$ cat config.mk
export PLATFORM = sky130hd
export DESIGN_NAME = dl_router_flat
export DESIGN_NICKNAME = d
export VERILOG_FILES = /design/src/rtl/dl_pkg.sv /design/src/rtl/dl_router_if.sv /design/src/rtl/dl_region_decode.sv /design/src/rtl/dl_router.sv /design/src/flat_wrapper.sv
export SDC_FILE = /design/constraint.sdc
export NUM_CORES = 1
export LEC_CHECK = 0
export CORE_ASPECT_RATIO = 2
export CORE_MARGIN = 10
export CORE_UTILIZATION = 48
export DETAILED_ROUTE_END_ITERATION = 10
export GPL_ROUTABILITY_DRIVEN = 0
export PLACE_DENSITY_LB_ADDON = 0.2
export SYNTH_ARGS = -nofsm -noshare
export SYNTH_HDL_FRONTEND = slang
export SYNTH_SLANG_ARGS = --single-unit
$ cat constraint.sdc
create_clock -name clk_sys -period 6.74 [get_ports clk_sys]
set_input_delay 1.348 -clock clk_sys [delete_from_list [all_inputs] [get_ports clk_sys]]
set_output_delay 1.348 -clock clk_sys [all_outputs]
set_load 0.01 [all_outputs]
$ cat src/rtl/dl_pkg.sv
// dl_router shared package: download indices, ROM region map, variant codes,
// load-tracking FSM states and the decoded-region payload.
package dl_pkg;

   localparam int unsigned IDX_W  = 8;
   localparam int unsigned ADDR_W = 25;
   localparam int unsigned DATA_W = 8;
   localparam int unsigned CNT_W  = 16;

   localparam logic [IDX_W-1:0] IDX_ROM = 8'd0;
   localparam logic [IDX_W-1:0] IDX_MOD = 8'd1;
   localparam logic [IDX_W-1:0] IDX_DIP = 8'd254;

   // Region map within the index-0 ROM image (limits are exclusive)
   localparam logic [ADDR_W-1:0] MAIN_LIMIT = 25'h000_8000;
   localparam logic [ADDR_W-1:0] SND_BASE   = 25'h000_E000;
   localparam logic [ADDR_W-1:0] SND_LIMIT  = 25'h000_F000;
   localparam logic [ADDR_W-1:0] WAV_BASE   = 25'h001_0000;
   localparam logic [ADDR_W-1:0] WAV_LIMIT  = 25'h002_0000;

   localparam logic [DATA_W-1:0] MOD_DKJR       = 8'd1;
   localparam logic [DATA_W-1:0] MOD_DK3        = 8'd2;
   localparam logic [DATA_W-1:0] MOD_RADARSCOPE = 8'd3;
   localparam logic [DATA_W-1:0] MOD_PESTPLACE  = 8'd4;

   typedef enum logic [1:0] {
      ST_IDLE,
      ST_LOAD,
      ST_SETTLE,
      ST_DONE
   } dl_state_t;

   // Decoded destinations of one ioctl write; dl_hit may coexist with a ROM hit
   typedef struct packed {
      logic main_hit;
      logic snd_hit;
      logic wav_hit;
      logic dl_hit;
      logic mod_hit;
      logic dip_hit;
   } region_t;

endpackage

$ cat src/rtl/dl_router_if.sv
// dl_router bus: ioctl download inputs and all routed outputs.
interface dl_router_if;
   import dl_pkg::*;

   logic                ioctl_download;
   logic                ioctl_wr;
   logic [IDX_W-1:0]    ioctl_index;
   logic [ADDR_W-1:0]   ioctl_addr;
   logic [DATA_W-1:0]   ioctl_dout;

   logic [DATA_W-1:0]   wr_data;
   logic                main_we;
   logic [14:0]         main_addr;
   logic                snd_we;
   logic [11:0]         snd_addr;
   logic                wav_we;
   logic [15:0]         wav_addr;
   logic                dl_wr;
   logic [15:0]         dl_addr;
   logic                mod_dkjr;
   logic                mod_dk3;
   logic                mod_radarscope;
   logic                mod_pestplace;
   logic [63:0]         dip_sw;
   logic                rom_ready;
   logic                core_reset_req;
   logic                short_load;
   logic [CNT_W-1:0]    checksum;

   modport master (
      output ioctl_download, ioctl_wr, ioctl_index, ioctl_addr, ioctl_dout,
      input  wr_data, main_we, main_addr, snd_we, snd_addr, wav_we, wav_addr,
             dl_wr, dl_addr, mod_dkjr, mod_dk3, mod_radarscope, mod_pestplace,
             dip_sw, rom_ready, core_reset_req, short_load, checksum
   );

   modport slave (
      input  ioctl_download, ioctl_wr, ioctl_index, ioctl_addr, ioctl_dout,
      output wr_data, main_we, main_addr, snd_we, snd_addr, wav_we, wav_addr,
             dl_wr, dl_addr, mod_dkjr, mod_dk3, mod_radarscope, mod_pestplace,
             dip_sw, rom_ready, core_reset_req, short_load, checksum
   );

endinterface

$ cat src/rtl/dl_region_decode.sv
// Combinational decode of one ioctl write into its destination regions plus local address.
module dl_region_decode
   import dl_pkg::*;
(
   input  logic              wr_i,
   input  logic [IDX_W-1:0]  index_i,
   input  logic [ADDR_W-1:0] addr_i,
   output region_t           region_o,
   output logic [15:0]       laddr_o
);

   // Region selection; nothing fires without a write strobe
   always_comb begin
      region_o = '0;
      laddr_o  = addr_i[15:0];
      if (wr_i) begin
         if (index_i == IDX_ROM) begin
            region_o.main_hit = (addr_i < MAIN_LIMIT);
            region_o.snd_hit  = (addr_i >= SND_BASE) && (addr_i < SND_LIMIT);
            region_o.wav_hit  = (addr_i >= WAV_BASE) && (addr_i < WAV_LIMIT);
            region_o.dl_hit   = (addr_i[23:16] == 8'h00);
         end else if (index_i == IDX_MOD) begin
            region_o.mod_hit  = 1'b1;
         end else if (index_i == IDX_DIP) begin
            region_o.dip_hit  = (addr_i[24:3] == 22'd0);
         end
      end
   end

endmodule

$ cat src/rtl/dl_router.sv
// dl_router: routes ioctl writes to ROM/DL/mod/DIP destinations and tracks ROM load state.
// Optional feature: define DL_CHECKSUM_EN to build the main-ROM byte-sum checksum.
module dl_router
   import dl_pkg::*;
#(
   parameter int unsigned SETTLE_CYCLES  = 16,
   parameter int unsigned MAIN_MIN_BYTES = 16384
) (
   input  logic       clk_sys,
   input  logic       reset,
   dl_router_if.slave bus
);

   localparam int unsigned SET_W = (SETTLE_CYCLES > 1) ? $clog2(SETTLE_CYCLES) : 1;
   localparam logic [SET_W-1:0] SETTLE_LAST = SET_W'(SETTLE_CYCLES - 1);

   region_t            region;
   logic [15:0]        laddr;
   logic               dl_q, rise, fall, load_start, count_en;
   dl_state_t          state_q, state_d;
   logic [CNT_W-1:0]   cnt_q, cnt_d;
   logic [SET_W-1:0]   settle_q, settle_d;
   logic               rom_ready_q, rom_ready_d, short_q, short_d, core_rst_q;
   logic [DATA_W-1:0]  wr_data_q, mod_q;
   logic               main_we_q, snd_we_q, wav_we_q, dl_wr_q;
   logic [14:0]        main_addr_q;
   logic [11:0]        snd_addr_q;
   logic [15:0]        wav_addr_q, dl_addr_q;
   logic [3:0]         flags_q;
   logic [63:0]        dip_q;

   dl_region_decode u_decode (
      .wr_i     (bus.ioctl_wr),
      .index_i  (bus.ioctl_index),
      .addr_i   (bus.ioctl_addr),
      .region_o (region),
      .laddr_o  (laddr)
   );

   assign rise       = bus.ioctl_download & ~dl_q;
   assign fall       = ~bus.ioctl_download & dl_q;
   assign load_start = ((state_q == ST_IDLE) || (state_q == ST_DONE)) && rise &&
                       (bus.ioctl_index == IDX_ROM);
   assign count_en   = (state_q == ST_LOAD) && region.main_hit;

   // Registered strobes, addresses and write data; addresses hold between their strobes
   always_ff @(posedge clk_sys or posedge reset) begin
      if (reset) begin
         wr_data_q   <= '0;
         main_we_q   <= 1'b0;
         snd_we_q    <= 1'b0;
         wav_we_q    <= 1'b0;
         dl_wr_q     <= 1'b0;
         main_addr_q <= '0;
         snd_addr_q  <= '0;
         wav_addr_q  <= '0;
         dl_addr_q   <= '0;
      end else begin
         main_we_q <= region.main_hit;
         snd_we_q  <= region.snd_hit;
         wav_we_q  <= region.wav_hit;
         dl_wr_q   <= region.dl_hit;
         if (|region) wr_data_q <= bus.ioctl_dout;
         if (region.main_hit) main_addr_q <= laddr[14:0];
         if (region.snd_hit)  snd_addr_q  <= laddr[11:0];
         if (region.wav_hit)  wav_addr_q  <= laddr;
         if (region.dl_hit)   dl_addr_q   <= laddr;
      end
   end

   // Variant byte, its flag decode one cycle later, and the DIP bytes
   always_ff @(posedge clk_sys or posedge reset) begin
      if (reset) begin
         mod_q   <= '0;
         flags_q <= '0;
         dip_q   <= '0;
      end else begin
         if (region.mod_hit) mod_q <= bus.ioctl_dout;
         flags_q <= {(mod_q == MOD_DKJR) || (mod_q == MOD_DK3) || (mod_q == MOD_PESTPLACE),
                     (mod_q == MOD_DK3),
                     (mod_q == MOD_RADARSCOPE),
                     (mod_q == MOD_PESTPLACE)};
         if (region.dip_hit) dip_q[{laddr[2:0], 3'b000} +: 8] <= bus.ioctl_dout;
      end
   end

   // Load FSM state and status registers; download edge tracker resets high so a
   // download already active at reset release is not mistaken for a new one
   always_ff @(posedge clk_sys or posedge reset) begin
      if (reset) begin
         dl_q        <= 1'b1;
         state_q     <= ST_IDLE;
         cnt_q       <= '0;
         settle_q    <= '0;
         rom_ready_q <= 1'b0;
         short_q     <= 1'b0;
         core_rst_q  <= 1'b1;
      end else begin
         dl_q        <= bus.ioctl_download;
         state_q     <= state_d;
         cnt_q       <= cnt_d;
         settle_q    <= settle_d;
         rom_ready_q <= rom_ready_d;
         short_q     <= short_d;
         core_rst_q  <= ~((state_d == ST_DONE) && rom_ready_d);
      end
   end

   // Load FSM next state: count main bytes in LOAD, settle, then judge the image
   always_comb begin
      state_d     = state_q;
      cnt_d       = cnt_q;
      settle_d    = settle_q;
      rom_ready_d = rom_ready_q;
      short_d     = short_q;
      unique case (state_q)
         ST_IDLE, ST_DONE: begin
            if (load_start) begin
               state_d     = ST_LOAD;
               cnt_d       = '0;
               short_d     = 1'b0;
               rom_ready_d = 1'b0;
            end
         end
         ST_LOAD: begin
            if (count_en && (cnt_q != {CNT_W{1'b1}})) cnt_d = cnt_q + CNT_W'(1);
            if (fall) begin
               state_d  = ST_SETTLE;
               settle_d = '0;
            end
         end
         ST_SETTLE: begin
            if (settle_q == SETTLE_LAST) begin
               state_d = ST_DONE;
               if (32'(cnt_q) >= 32'(MAIN_MIN_BYTES)) rom_ready_d = 1'b1;
               else                                   short_d     = 1'b1;
            end else begin
               settle_d = settle_q + SET_W'(1);
            end
         end
         default: state_d = ST_IDLE;
      endcase
   end

`ifdef DL_CHECKSUM_EN
   logic [CNT_W-1:0] csum_q, csum_d;

   // Checksum next value: cleared on load start, summed over main bytes in LOAD
   always_comb begin
      csum_d = csum_q;
      if (load_start)    csum_d = '0;
      else if (count_en) csum_d = csum_q + CNT_W'(bus.ioctl_dout);
   end

   // Checksum register
   always_ff @(posedge clk_sys or posedge reset) begin
      if (reset) csum_q <= '0;
      else       csum_q <= csum_d;
   end

   assign bus.checksum = csum_q;
`else
   assign bus.checksum = '0;
`endif

   assign bus.wr_data        = wr_data_q;
   assign bus.main_we        = main_we_q;
   assign bus.main_addr      = main_addr_q;
   assign bus.snd_we         = snd_we_q;
   assign bus.snd_addr       = snd_addr_q;
   assign bus.wav_we         = wav_we_q;
   assign bus.wav_addr       = wav_addr_q;
   assign bus.dl_wr          = dl_wr_q;
   assign bus.dl_addr        = dl_addr_q;
   assign bus.mod_dkjr       = flags_q[3];
   assign bus.mod_dk3        = flags_q[2];
   assign bus.mod_radarscope = flags_q[1];
   assign bus.mod_pestplace  = flags_q[0];
   assign bus.dip_sw         = dip_q;
   assign bus.rom_ready      = rom_ready_q;
   assign bus.short_load     = short_q;
   assign bus.core_reset_req = core_rst_q;

endmodule

$ cat src/flat_wrapper.sv
// flat-port wrapper written by rule: the top's interface ports become plain ports
module dl_router_flat import dl_pkg::*;
#(
   parameter int unsigned SETTLE_CYCLES  = 16,
   parameter int unsigned MAIN_MIN_BYTES = 16384
)
  (clk_sys, reset, bus_ioctl_download, bus_ioctl_wr, bus_ioctl_index, bus_ioctl_addr, bus_ioctl_dout, bus_wr_data, bus_main_we, bus_main_addr, bus_snd_we, bus_snd_addr, bus_wav_we, bus_wav_addr, bus_dl_wr, bus_dl_addr, bus_mod_dkjr, bus_mod_dk3, bus_mod_radarscope, bus_mod_pestplace, bus_dip_sw, bus_rom_ready, bus_core_reset_req, bus_short_load, bus_checksum);
  dl_router_if bus_i ();
  input  logic clk_sys;
  input  logic reset;
  input wire logic [$bits(bus_i.ioctl_download)-1:0] bus_ioctl_download;
  input wire logic [$bits(bus_i.ioctl_wr)-1:0] bus_ioctl_wr;
  input wire logic [$bits(bus_i.ioctl_index)-1:0] bus_ioctl_index;
  input wire logic [$bits(bus_i.ioctl_addr)-1:0] bus_ioctl_addr;
  input wire logic [$bits(bus_i.ioctl_dout)-1:0] bus_ioctl_dout;
  output wire logic [$bits(bus_i.wr_data)-1:0] bus_wr_data;
  output wire logic [$bits(bus_i.main_we)-1:0] bus_main_we;
  output wire logic [$bits(bus_i.main_addr)-1:0] bus_main_addr;
  output wire logic [$bits(bus_i.snd_we)-1:0] bus_snd_we;
  output wire logic [$bits(bus_i.snd_addr)-1:0] bus_snd_addr;
  output wire logic [$bits(bus_i.wav_we)-1:0] bus_wav_we;
  output wire logic [$bits(bus_i.wav_addr)-1:0] bus_wav_addr;
  output wire logic [$bits(bus_i.dl_wr)-1:0] bus_dl_wr;
  output wire logic [$bits(bus_i.dl_addr)-1:0] bus_dl_addr;
  output wire logic [$bits(bus_i.mod_dkjr)-1:0] bus_mod_dkjr;
  output wire logic [$bits(bus_i.mod_dk3)-1:0] bus_mod_dk3;
  output wire logic [$bits(bus_i.mod_radarscope)-1:0] bus_mod_radarscope;
  output wire logic [$bits(bus_i.mod_pestplace)-1:0] bus_mod_pestplace;
  output wire logic [$bits(bus_i.dip_sw)-1:0] bus_dip_sw;
  output wire logic [$bits(bus_i.rom_ready)-1:0] bus_rom_ready;
  output wire logic [$bits(bus_i.core_reset_req)-1:0] bus_core_reset_req;
  output wire logic [$bits(bus_i.short_load)-1:0] bus_short_load;
  output wire logic [$bits(bus_i.checksum)-1:0] bus_checksum;
  assign bus_i.ioctl_download = bus_ioctl_download;
  assign bus_i.ioctl_wr = bus_ioctl_wr;
  assign bus_i.ioctl_index = bus_ioctl_index;
  assign bus_i.ioctl_addr = bus_ioctl_addr;
  assign bus_i.ioctl_dout = bus_ioctl_dout;
  assign bus_wr_data = bus_i.wr_data;
  assign bus_main_we = bus_i.main_we;
  assign bus_main_addr = bus_i.main_addr;
  assign bus_snd_we = bus_i.snd_we;
  assign bus_snd_addr = bus_i.snd_addr;
  assign bus_wav_we = bus_i.wav_we;
  assign bus_wav_addr = bus_i.wav_addr;
  assign bus_dl_wr = bus_i.dl_wr;
  assign bus_dl_addr = bus_i.dl_addr;
  assign bus_mod_dkjr = bus_i.mod_dkjr;
  assign bus_mod_dk3 = bus_i.mod_dk3;
  assign bus_mod_radarscope = bus_i.mod_radarscope;
  assign bus_mod_pestplace = bus_i.mod_pestplace;
  assign bus_dip_sw = bus_i.dip_sw;
  assign bus_rom_ready = bus_i.rom_ready;
  assign bus_core_reset_req = bus_i.core_reset_req;
  assign bus_short_load = bus_i.short_load;
  assign bus_checksum = bus_i.checksum;
  dl_router #(.SETTLE_CYCLES(SETTLE_CYCLES), .MAIN_MIN_BYTES(MAIN_MIN_BYTES)) u_core (.clk_sys(clk_sys), .reset(reset), .bus(bus_i));
endmodule
==> run summary <==
IR drop worst, VDD: 185 uV
WP depth: 8
met2 Track Usage GR: 35.3%
GR Util met1: 20.3%
synth warn: 0
post-placement setup slack: 2.00 ns
register area: 4330 um^2
dominant cells by area after synthesis: dfrtp_1 57%, mux2_2 18%, mux2_4 1.8%, nand2_1 1.8%, buf_4 1.6%
largest net degree at the start of global routing: 69
crit path DAT: 4.59 ns
Worst Path Max Fanout: 10
clock sinks: 173
Die Wd: 108 um
Die ar.: 21200 um^2
Initial DRC Count: 188
unrepaired setup endpoints after global routing: no
final period demand of the worst path: 4.29 ns
worst r2r src: u_core.dl_q
Num CTS Buffers: 17
MaxCap Viol Count: 0
Slowest Stage Delay on Critical Path: 0.69 ns
post-CTS sizing: 0
top-area cell type share of the netlist area: 57.5%
Initial Util: 48.7%
FF-to-FF End: u_core.cnt_q[14]
final worst setup slack: 2.45 ns
HP Class: reg2reg
P&R area growth vs syn: 34.6%
Buffers & Inverters on Critical Path: 3
Worst Clk Skew: 0.00692 ns
share of layout cells above drive strength 1: 23.6%
wire length per cell: 21.5 um
cell family with most CP delay: simple AND/OR/NAND/NOR gates
I/O Buffers: 186
dominant synthesized flop cell: dfrtp_1
H-tree depth: 4
vias post-DR: 5284
post-route total power: 2330 uW
Max Slew Vio Count: 0
Tot GR Track Use: 19.5%
slowest stage cell, crit path: clkdlybuf4s50_1
Chip Height: 196 um
Worst setup SP type: input pin
CTS tree: done
flops & latches, synth: 173
nature of the critical path endpoint: flip-flop
Post CTS Setup Buffer Count: 0
Final ANT Viol Nets: 0
setup violators final: 0
Top Usage Layer GRT: met2
initial antenna violation count: 0
crit path from: bus_ioctl_addr[0]
async set or reset register ratio after synthesis: 100%
CP Cell Sequence: clkdlybuf4s50_1 -> inv_1 -> ha_1 -> ha_1 -> inv_1 -> or4_1 -> nor4b_4 -> mux2_2
Post-Syn Area: 7440 um^2
crit path capture: u_core.bus.dip_sw[10]
Leakage: 0.00467 uW
worst setup path class: in2reg
HPWL Detailed: 15.5 mm
worst r2r path cells: 5
cell taking the most area after synthesis: dfrtp_1
grt met3 use: 5.91%
Max Freq: 0.233 GHz
Worst EP required: 7.05 ns
P per Cell Area: 233 nW/um^2
final period utilization: 63.6%
Post-synth EDFFs: 0
grt ovf: 0
Detailed Route WL: 20.6 mm
Final Hold Viols: 0
placement row count: 64
vias in the first global route: 5610
outcome: complete, no violations
area of the multi-input gates: 2860 um^2
diode count: 0
instance count of the mapped netlist: 566
clk root buf: clkbuf_16
DRC: 0
clk buf depth: 2
Slew @ Worst Pin: 0.828 ns
DR vias/cell: 5.53
io pins: 203
Setup TNS: 0 ns
clk_lat worst skew: 0.43 ns
Worst-path clk slew: 0.07 ns
internal reg-to-reg setup slack: 4.12 ns
DR pass1 iterations: 4
Fillers: 1161
syn_area_per_cell: 13.2 um^2
sequential-to-total area share from yosys stat: 58.2%
worst hold path depth: 2
Worst slew margin: 44.3%
Netlist cell types: 57
first-pass GRT wire length: 31.9 mm
core area: 15300 um^2
nets: 796
Post-CTS Hold Buffers: 0
-- layer usage --
layer	wire length [um]	vias to the layer above
met2	11300	179
met5	0	-
met1	7560	2712
li1	-	2369
met4	403	0
met3	1370	24
-- cells in the mapped netlist, types with 5 or more instances --
library cell	instances
dfrtp_1	171
mux2_2	120
nand2_1	36
buf_4	16
inv_1	16
clkbuf_1	15
o21ai_0	15
a21oi_1	13
nand3_1	13
nand4_1	12
or4_1	10
mux2_4	9
nor2_1	9
buf_1	8
mux2i_1	8
nor4_1	8
o31ai_1	8
or3_1	7
ha_1	6
nand2b_1	6
nor3_1	6
and3_1	5
and4_1	5
-- report_power, final --
group          switching (uW)  total [uW]  internal (uW)
sequential               11.5        1060           1050
combinational             158         238           80.3
clock                     460        1030            570
total                     630        2330           1700
-- tightest hold or removal path, stage by stage (launching register included) --
cell and delay, ns:
dfrtp_1 0.34, nand2_1 0.05, o21ai_0 0.07
-- logic make-up (layout without fill, tap and decap cells) --
logic type               Yosys count  in the layout  synth area share [%]
AO/OA/AOI/OAI                     47             47                  3.92
multiplexers                     137            137                  21.0
flip-flops                       173            173                  58.2
adder cells (fa/ha/maj)            6              6                  1.01
AND/OR/NAND/NOR                  139            139                  11.3
buffers and inverters             61            238                  4.24
XOR/XNOR                           2              2                 0.235
other                              1             16                0.0504
-- state kept, by name, indices dropped and copies added (netlist names) --
register and cells:
u_core.bus.core_reset_req 1, u_core.bus.dip_sw 64, u_core.bus.dl_addr 16, u_core.bus.dl_wr 1, u_core.bus.main_addr 15, u_core.bus.main_we 1, u_core.bus.rom_ready 1, u_core.bus.short_load 1
u_core.bus.snd_addr 12, u_core.bus.snd_we 1, u_core.bus.wav_addr 16, u_core.bus.wav_we 1, u_core.bus.wr_data 8, u_core.cnt_q 16, u_core.dl_q 1, u_core.flags_q 4
u_core.mod_q 8, u_core.settle_q 4, u_core.state_q 2
-- layout make-up --
type / count / share of cell area, %
flip-flops and latches: 173 / 43.2
multi-input cells: 347 / 28.6
repair buffers: 190 / 18.9
clock buffers: 17 / 4.24
well taps: 198 / 2.47
clock inverters: 15 / 1.98
inverters: 16 / 0.649
-- stage by stage --
step,util [%],hold WS [ns],instance area [um^2],cells
2_1_floorplan,-,0.463,7500,581
3_3_place_gp,61.5,0.470,9400,924
3_5_place_dp,61.5,0.492,9400,924
4_1_cts,65.5,0.508,10000,956
5_1_grt,65.5,0.522,10000,956
6_report,65.5,0.492,10000,956
-- worst min path at each step --
stage,slack (ns),end,from
floorplan,0.46,u_core.settle_q[1],u_core.settle_q[1]
global placement,0.47,u_core.bus.dl_addr[0],u_core.bus.dl_addr[0]
detailed placement,0.49,u_core.bus.dip_sw[61],u_core.bus.dip_sw[61]
CTS,0.51,u_core.bus.wr_data[2],u_core.bus.wr_data[2]
global route,0.52,u_core.cnt_q[15],u_core.cnt_q[15]
finish,0.49,u_core.bus.main_addr[0],u_core.bus.main_addr[0]
-- cells in the final DEF, fill, tap and decap left out, types with 10 or more instances in the layout --
cell type and n:
dfrtp_1 171, mux2_2 120, nand4_1 12, clkbuf_16 17
or4_1 10, clkdlybuf4s50_1 186, nand3_1 13, nand2_1 36
o21ai_0 15, a21oi_1 13, conb_1 16, inv_1 15
No activity file was read; power rests on OpenSTA's default activity.
